File: src/rtl/hs32_mem_arb.sv
// hs32_mem_arb: merges the fetch port (read-only) and the execute port
// (load/store) onto one strobe/ack/stall memory bus. Execute has priority;
// a saturating starvation counter hands contention to fetch once it has been
// rejected STARVE_LIMIT times since its last grant.
//
// state | meaning
// IDLE  | no transaction outstanding; a strobe is granted here
// BUSY  | memory owns a transaction for r_owner_e; waits for ack or stl
module hs32_mem_arb #(
  parameter int STARVE_LIMIT = 4
) (
  input  logic        clk,
  input  logic        reset,
  input  logic [31:0] addr_f,
  input  logic        stb_f,
  output logic [31:0] dtr_f,
  output logic        ack_f,
  output logic        stl_f,
  input  logic [31:0] addr_e,
  input  logic [31:0] dtw_e,
  input  logic        rw_e,
  input  logic        stb_e,
  output logic [31:0] dtr_e,
  output logic        ack_e,
  output logic        stl_e,
  output logic [31:0] addr,
  output logic [31:0] dtw,
  output logic        rw,
  output logic        stb,
  input  logic [31:0] dtr,
  input  logic        ack,
  input  logic        stl
);

  localparam int SW = $clog2(STARVE_LIMIT + 1);
  localparam logic [SW-1:0] LIMIT = SW'(STARVE_LIMIT);

  typedef enum logic {IDLE, BUSY} state_t;

  state_t        r_state, w_state_nx;
  logic          r_owner_e, w_owner_e_nx;
  logic [31:0]   r_addr, w_addr_nx;
  logic [31:0]   r_dtw, w_dtw_nx;
  logic          r_rw, w_rw_nx;
  logic          r_stb, w_stb_nx;
  logic          r_stl_f, w_stl_f_nx;
  logic          r_stl_e, w_stl_e_nx;
  logic [SW-1:0] r_starve, w_starve_nx;
  logic          w_grant_f;
  logic          w_busy;

  // State and bus registers; reset abandons any outstanding transaction.
  always_ff @(posedge clk) begin
    if (reset) begin
      r_state   <= IDLE;
      r_owner_e <= 1'b0;
      r_addr    <= '0;
      r_dtw     <= '0;
      r_rw      <= 1'b0;
      r_stb     <= 1'b0;
      r_stl_f   <= 1'b0;
      r_stl_e   <= 1'b0;
      r_starve  <= '0;
    end else begin
      r_state   <= w_state_nx;
      r_owner_e <= w_owner_e_nx;
      r_addr    <= w_addr_nx;
      r_dtw     <= w_dtw_nx;
      r_rw      <= w_rw_nx;
      r_stb     <= w_stb_nx;
      r_stl_f   <= w_stl_f_nx;
      r_stl_e   <= w_stl_e_nx;
      r_starve  <= w_starve_nx;
    end
  end

  // Next-state: grant in IDLE, reject every strobe while BUSY, track starvation.
  always_comb begin
    w_state_nx   = r_state;
    w_owner_e_nx = r_owner_e;
    w_addr_nx    = r_addr;
    w_dtw_nx     = r_dtw;
    w_rw_nx      = r_rw;
    w_stb_nx     = 1'b0;
    w_stl_f_nx   = 1'b0;
    w_stl_e_nx   = 1'b0;
    w_grant_f    = 1'b0;
    case (r_state)
      IDLE: begin
        if (stb_e && !(stb_f && (r_starve == LIMIT))) begin
          w_state_nx   = BUSY;
          w_owner_e_nx = 1'b1;
          w_addr_nx    = addr_e;
          w_dtw_nx     = dtw_e;
          w_rw_nx      = rw_e;
          w_stb_nx     = 1'b1;
          w_stl_f_nx   = stb_f;
        end else if (stb_f) begin
          w_grant_f    = 1'b1;
          w_state_nx   = BUSY;
          w_owner_e_nx = 1'b0;
          w_addr_nx    = addr_f;
          w_dtw_nx     = '0;
          w_rw_nx      = 1'b0;
          w_stb_nx     = 1'b1;
          w_stl_e_nx   = stb_e;
        end
      end
      BUSY: begin
        w_stl_f_nx = stb_f;
        w_stl_e_nx = stb_e;
        if (ack || stl) w_state_nx = IDLE;
      end
      default: w_state_nx = IDLE;
    endcase
    // Only arbiter-issued fetch stalls count; forwarded memory stalls do not.
    w_starve_nx = r_starve;
    if (w_grant_f)
      w_starve_nx = '0;
    else if (w_stl_f_nx && (r_starve != LIMIT))
      w_starve_nx = r_starve + SW'(1);
  end

  assign w_busy = (r_state == BUSY);

  assign addr  = r_addr;
  assign dtw   = r_dtw;
  assign rw    = r_rw;
  assign stb   = r_stb;
  assign dtr_f = dtr;
  assign dtr_e = dtr;
  // ack wins over a simultaneous memory stall; responses in IDLE are dropped.
  assign ack_f = w_busy & ack & ~r_owner_e;
  assign ack_e = w_busy & ack & r_owner_e;
  assign stl_f = r_stl_f | (w_busy & stl & ~ack & ~r_owner_e);
  assign stl_e = r_stl_e | (w_busy & stl & ~ack & r_owner_e);

endmodule

File: config.mk
export PLATFORM = sky130hd
export DESIGN_NAME = hs32_mem_arb
export DESIGN_NICKNAME = d
export VERILOG_FILES = /design/src/rtl/hs32_mem_arb.sv
export SDC_FILE = /design/constraint.sdc
export NUM_CORES = 1
export LEC_CHECK = 0
export CAP_MARGIN = 20
export CORE_AREA = 2 2 104 106
export CTS_CLUSTER_SIZE = 30
export DETAILED_ROUTE_END_ITERATION = 8
export DIE_AREA = 0 0 106 108
export GPL_TIMING_DRIVEN = 0
export PLACE_DENSITY = 0.8
export SLEW_MARGIN = 20
export SYNTH_ARGS = -nofsm -noshare
export SYNTH_HDL_FRONTEND = slang
export SYNTH_SLANG_ARGS = --single-unit
File: constraint.sdc
create_clock -name clk -period 4.7 [get_ports clk]
set_input_delay 0.705 -clock clk [delete_from_list [all_inputs] [get_ports clk]]
set_output_delay 0.705 -clock clk [all_outputs]
set_load 0.03 [all_outputs]
==> results of run 1 <==
-- layout by cell type, fill, tap and decap left out, types with 2 or more instances in the layout --
master,count
clkdlybuf4s50_1,236
dfxtp_1,73
buf_4,66
nor2_1,37
o21ai_0,36
nand3_1,34
a22o_1,33
a311oi_1,28
clkbuf_1,12
clkbuf_8,10
buf_2,9
buf_6,7
a21oi_1,5
inv_1,4
a311oi_2,4
inv_6,4
o21bai_1,3
nand2_1,2
ha_1,2
bufinv_16,2
-- worst register-to-register path, delay by kind of cell, from the launching register on --
family                     cells  cell delay (ns)
DFF                            1             0.36
AOI/OAI and AO/OA              1             0.16
adders and majority gates      1             0.26
and+or+nand+nor                2             0.71
buffers and inverters          2             0.29
-- path summary, 6_finish.rpt --
kind | startpoint | end | slack (ns) | depth (start not counted)
max | ack | stl_e | 1.78 | 4
max reg2reg | r_starve[0] | dtw[25] | 2.87 | 6
min reg2reg | dtw[17] | dtw[17] | 0.48 | 1
min | dtw[17] | dtw[17] | 0.48 | 1
-- power by group --
| part | switching [mW] | internal [mW] | total, mW |
|---|---|---|---|
| Clock | 0.258 | 0.321 | 0.580 |
| Sequential | 0.0257 | 0.666 | 0.692 |
| Combinational | 0.292 | 0.290 | 0.582 |
-- per-stage QoR --
stage | hold slack, ns | setup WS, ns | util (%) | instances
6_report | 0.480 | 1.78 | 60.7 | 760
5_1_grt | 0.500 | 1.72 | 60.7 | 760
4_1_cts | 0.482 | 1.78 | 60.7 | 760
3_5_place_dp | 0.456 | 1.78 | 58.4 | 744
3_3_place_gp | 0.455 | 1.81 | 58.4 | 744
2_1_floorplan | 0.467 | 2.65 | - | 372
-- area by class of cell --
class / instances / area, um2 / area share (%)
Buffer: 95 / 668 / 10.8
Inverter: 5 / 18.8 / 0.302
Timing Repair Buffer: 236 / 2360 / 38.1
Clock inverter: 6 / 95.1 / 1.53
Tap cell: 136 / 170 / 2.74
Sequential cell: 73 / 1460 / 23.5
Multi-Input combinational cell: 199 / 1290 / 20.8
Clock buffer: 10 / 138 / 2.22
-- flip-flops by register name, indices dropped and copies added, names as in the netlist --
register   count
addr          32
dtw           32
r_starve       3
r_owner_e      1
r_state        1
r_stl_e        1
r_stl_f        1
rw             1
stb            1
-- per-layer routing --
metal | GRT usage [%] | vias to the layer above
met5 | 0 | -
met4 | 4.79 | 0
met3 | 8.02 | 2
met2 | 38.1 | 190
met1 | 22.2 | 1704
li1 | - | 1781
-- cell families after synthesis --
family,synth area share (%)
compound gates,25.1
buf+inv,20.0
simple gates,11.8
flops,42.5
fa+ha+maj,0.727
==> metrics.yaml, run 1 <==
fp.coreArea_um2: 10200
power_mw: 1.85
htreeDepth: 3
start_kind: "input pin"
cts_made_buffers: 9
worstPathCellList: "clkdlybuf4s50_1 > nand3b_1 > o21bai_1 > clkdlybuf4s50_1"
ys_ff_latch: 73
yosysTopAreaCell: "dfxtp_1"
fin_crit_sh_pct: 62.1
async_flop_share_pct: 0
synth_edf_count: 0
postSynthCellCount: 372
worst_ep_required_time_ns: 3.99
fin_setup_tns_ns: 0
critPathCaptureType: "primary output"
synth_top_area_share_pct: 42.5
dp_hpwl_um: 9840
clock_sinks: 73
crit_family: "buffers and inverters"
grt_pass1_wl_um: 18600
arrival_ns: 2.22
p_leak_nw: 2.45
die_w_um: 106
num_vias: 3677
antenna_found_initial: 0
routed_wl_um: 12400
area_growth_pct: 80.3
cts_resized: 0
fin_skew_ns: 0.0124
path_class: "input pin to primary output"
outcome: "completed"
wl_met2_um: 6360
yosys_most_used_dff: "dfxtp_1"
max_clock_freq_mhz: 342
vdd_drop_max_v: 0.000167
hold_class: "flip-flop to flip-flop"
syn-num-nets: 509
fp.dieH_um: 108
synth_cell_types: 33
worst_slew_pin_slew_ns: 0.532
drv_slew: 0
wl_met3_um: 1320
dr.pass1.iters: 4
place_area_um2: 5970
route.detailed.vias_per_inst: 4.84
wl_per_cell_um: 16.3
drive_gt1_share_pct: 17.1
gp_congestion: 0.829
yosys-top-cells-count: "dfxtp_1, buf_4, nor2_1"
power_density_nw_per_um2: 299
maxCapViolCount: 0
synth_most_common_cell: "dfxtp_1"
critPathMaxStageDelay_ns: 0.71
top_layer: "met4"
met1_length_um: 4640
rows: 37
ant_nets: 0
synth_area_um2: 3440
dieArea_um2: 11400
ios: 269
root_buffer: "clkbuf_8"
netlist_top_cells_area: "dfxtp_1, buf_4, a22o_1, a311oi_1, o21ai_0"
syn_area_per_cell_um2: 9.25
port_buffers: 236
drc: 0
yosysWarnings: 0
clk_pin_slew_ns: 0.08
cts_tree: "built"
setup_viol: 0
crit_buf_inv: 2
clk_latency_ns: 0.35
hold_viol: 0
antennaDiodeCount: 0
nNetsFinal: 756
rsz0062_at_grt: "no"
design_area_um2: 6210
cpMostUsedCell: "clkdlybuf4s50_1"
drt_iter0_markers: 196
cpMaxStageDelayCell: "clkdlybuf4s50_1"
post_cts_buffers: 0
first_global_vias: 3703
critPathMaxFanout: 3
start_util_pct: 33.6
fillCellCount: 858
gr-total-overflow: 0
postCtsHoldBufs: 0
grt_usage_pct: 20.6
grt_max_degree: 15
clock_path_buffers: 2
slew_headroom_pct: 64.6
seq_area_frac_synth_pct: 42.5
fin_crit_ns: 2.92
No activity file was read; power rests on OpenSTA's default activity.
==> run 2, diff against run 1 <==
==> constraint.sdc (replaced) <==
create_clock -name clk -period 2.9 [get_ports clk]
set_input_delay 0.435 -clock clk [delete_from_list [all_inputs] [get_ports clk]]
set_output_delay 0.435 -clock clk [all_outputs]
set_load 0.03 [all_outputs]
==> results of run 2 <==
Same layout as run 1 (identical final DEF). Status: completed.
Among the figures that moved: setup slack after placement 1.78 ns -> 0.524 ns; setup slack after layout 1.78 ns -> 0.519 ns; register-to-register setup slack 2.87 ns -> 1.07 ns; total power 1.85 mW -> 3.00 mW; worst IR drop on VDD 0.000167 V -> 0.000270 V
==> run 3, diff against run 2 <==
--- a/config.mk
+++ b/config.mk
@@ -6,12 +6,12 @@
 export NUM_CORES = 1
 export LEC_CHECK = 0
 export CAP_MARGIN = 20
-export CORE_AREA = 2 2 104 106
+export CORE_AREA = 2 2 111 113
 export CTS_CLUSTER_SIZE = 30
 export DETAILED_ROUTE_END_ITERATION = 8
-export DIE_AREA = 0 0 106 108
+export DIE_AREA = 0 0 113 115
 export GPL_TIMING_DRIVEN = 0
-export PLACE_DENSITY = 0.8
+export PLACE_DENSITY = 0.74
 export SLEW_MARGIN = 20
 export SYNTH_ARGS = -nofsm -noshare
 export SYNTH_HDL_FRONTEND = slang
==> constraint.sdc (replaced) <==
create_clock -name clk -period 1.93 [get_ports clk]
set_input_delay 0.2895 -clock clk [delete_from_list [all_inputs] [get_ports clk]]
set_output_delay 0.2895 -clock clk [all_outputs]
set_load 0.03 [all_outputs]
==> run 3 against run 2 <==
The run now ends with DRC left. Routed wire length shrank 1.4%. Non-clock buffer count grew 1. Critical path depth grew 3. Final cell count grew 1.6%. Largest cell class unchanged. Largest power group is now clock. Highest routed layer unchanged.
==> metrics.yaml, run 3 (synthesis results as in run 1) <==
start_util_pct: 29.1  # was 33.6%
routed_wl_um: 12200  # was 12,400 um
num_vias: 3696  # was 3,677
design_area_um2: 6340  # was 6210 um2
vdd_drop_max_v: 0.000389  # was 0.000270 V
dp_hpwl_um: 9760  # was 9840 um
drv_slew: 0  # unchanged
outcome: "complete, but fails checks"  # was completed
regArea_um2: 1460  # unchanged
place_area_um2: 5990  # was 5970 um2
reg2reg_slack_ns: 0.12  # was 1.07 ns
critPathMaxFanout: 10  # was 3
setup_viol: 0  # unchanged
ant_nets: 0  # unchanged
clock_path_buffers: 2  # unchanged
wl_per_cell_um: 15.8  # was 16.3 um
pre_cts_slack_ns: -0.158  # was 0.524 ns
power_density_nw_per_um2: 792  # was 484 nW/um2
area_growth_pct: 84.1  # was 80.3%
fin_skew_ns: 0.00524  # was 0.0124 ns
clock_sinks: 73  # unchanged
worst_ep_required_time_ns: 2.20  # was 2.47 ns
root_buffer: "clkbuf_16"  # was clkbuf_8
power_mw: 5.02  # was 3.00 mW
slew_headroom_pct: 61.4  # was 64.6%
gp_congestion: 0.781  # was 0.829
p_leak_nw: 2.53  # was 2.45 nW
postCtsHoldBufs: 0  # unchanged
drc: 20  # was 0
cts_made_buffers: 9  # unchanged
path_class: "flip-flop to flip-flop"  # was input pin to primary output
cts_tree: "built"  # unchanged
dieArea_um2: 13000  # was 11,400 um2
maxCapViolCount: 0  # unchanged
rows: 40  # was 37
critPathCaptureType: "flip-flop"  # was primary output
final_common_cell: "clkdlybuf4s50_1"  # unchanged
whs_path_depth: 1  # unchanged
drt_iter0_markers: 153  # was 196
port_buffers: 236  # unchanged
antenna_found_initial: 0  # unchanged
layout_common_cells: "clkdlybuf4s50_1, dfxtp_1, buf_4"  # unchanged
htreeDepth: 3  # unchanged
nNetsFinal: 757  # was 756
worst_slew_pin_slew_ns: 0.579  # was 0.532 ns
reg2reg_depth: 7  # was 6
fin_crit_ns: 1.81
fillCellCount: 1061  # was 858
antennaDiodeCount: 0  # unchanged
fp.dieH_um: 115  # was 108 um
violations: "DRC"
clk_latency_ns: 0.33  # was 0.35 ns
fp.coreArea_um2: 11800  # was 10,200 um2
fin_crit_sh_pct: 93.8
die_w_um: 113  # was 106 um
min_from: "dtw[6]"  # was dtw[17]
max_clock_freq_mhz: 552
dr.pass1.iters: 6  # was 4
hold_class: "flip-flop to flip-flop"  # unchanged
arrival_ns: 2.08  # was 1.95 ns
drive_gt1_share_pct: 17.6  # was 17.1%
rsz0062_at_grt: "no"  # unchanged
route.detailed.vias_per_inst: 4.79  # was 4.84
clk_pin_slew_ns: 0.06  # was 0.08 ns
grt_pass1_wl_um: 18600  # about the same
regToRegStartpoint: "r_starve[0]"  # unchanged
grt_usage_pct: 17.9  # was 20.6%
multi_input_area_um2: 1290  # unchanged
min_to: "dtw[6]"  # was dtw[17]
gr-total-overflow: 0  # unchanged
timing.final.ws_setup_ns: 0.120  # was 0.519 ns
hold_viol: 0  # unchanged
first_global_vias: 3882  # was 3,703
ios: 269  # unchanged
grt_max_degree: 14  # was 15
start_kind: "flip-flop"  # was input pin
rr_endpoint: "dtw[14]"  # was dtw[25]
## run 3: changes by cell type in the layout (fill, tap and decap cells not counted), sizes merged
cell,previous run,this run
buf,83,84
bufinv,2,3
inv,9,6
dlygate4sd2,0,4
clkdlybuf4s50,236,232
clkinv,0,3
clkbuf,22,21
## run 3: repair_timing
item,CTS,global route
gates resized for setup,4,4
endpoints found under the setup margin,4,23
hold endpoints to repair,0,0
setup buffers,0,1
pin swaps,0,1
## run 3: report_power, final
part           total, mW  internal [mW]  switching (mW)  leakage, nW
clock network       1.92           1.26           0.654        0.170
registers           1.69           1.63          0.0624        0.602
logic               1.41          0.704           0.711         1.76
## run 3: worst max-delay path by stage
stage | startpoint | end | slack, ns | depth (start not counted)
4_1_cts | r_starve[0] | addr[9] | 0.07 | 6
6_report | r_starve[0] | dtw[14] | 0.12 | 7
2_1_floorplan | r_starve[0] | dtw[0] | 0.40 | 6
5_1_grt | r_starve[0] | addr[29] | 0.02 | 6
3_5_place_dp | reset | addr[14] | -0.16 | 4
3_3_place_gp | reset | addr[13] | -0.15 | 4
## run 3: metal layers
| layer | GRT usage (%) | share of wire [%] | up-vias |
|---|---|---|---|
| met5 | 0 | 0 | - |
| met4 | 7.32 | 1.5 | 0 |
| met3 | 5.22 | 10 | 14 |
| met2 | 32.1 | 49 | 196 |
| met1 | 20.0 | 39 | 1703 |
| li1 | - | - | 1783 |
## run 3: cell type report
| cell class | count | share of cell area, % |
|---|---|---|
| multi-input combinational | 199 | 20.4 |
| inverter | 5 | 0.296 |
| clock buffer | 9 | 3.55 |
| timing repair buffer | 237 | 37.3 |
| buffer | 95 | 10.6 |
| clock inverter | 7 | 1.86 |
| sequential | 73 | 23.1 |
| tap | 147 | 2.90 |
## run 3: worst max-delay path: stages, from the launching register on
cell,delay (ns)
dfxtp_1,0.36
inv_1,0.07
ha_1,0.26
and3_2,0.30
nor4_4,0.25
buf_4,0.20
buf_6,0.15
a22o_1,0.15
## run 3: metrics by stage
| stage | setup TNS [ns] | hold WS (ns) | util, % | cells |
|---|---|---|---|---|
| 4_1_cts | 0 | 0.475 | 53.6 | 771 |
| 2_1_floorplan | 0 | 0.422 | - | 372 |
| 3_3_place_gp | -5.09 | 0.456 | 50.7 | 755 |
| 3_5_place_dp | -5.85 | 0.453 | 50.7 | 755 |
| 5_1_grt | 0 | 0.487 | 53.6 | 772 |
| 6_report | 0 | 0.471 | 53.6 | 772 |
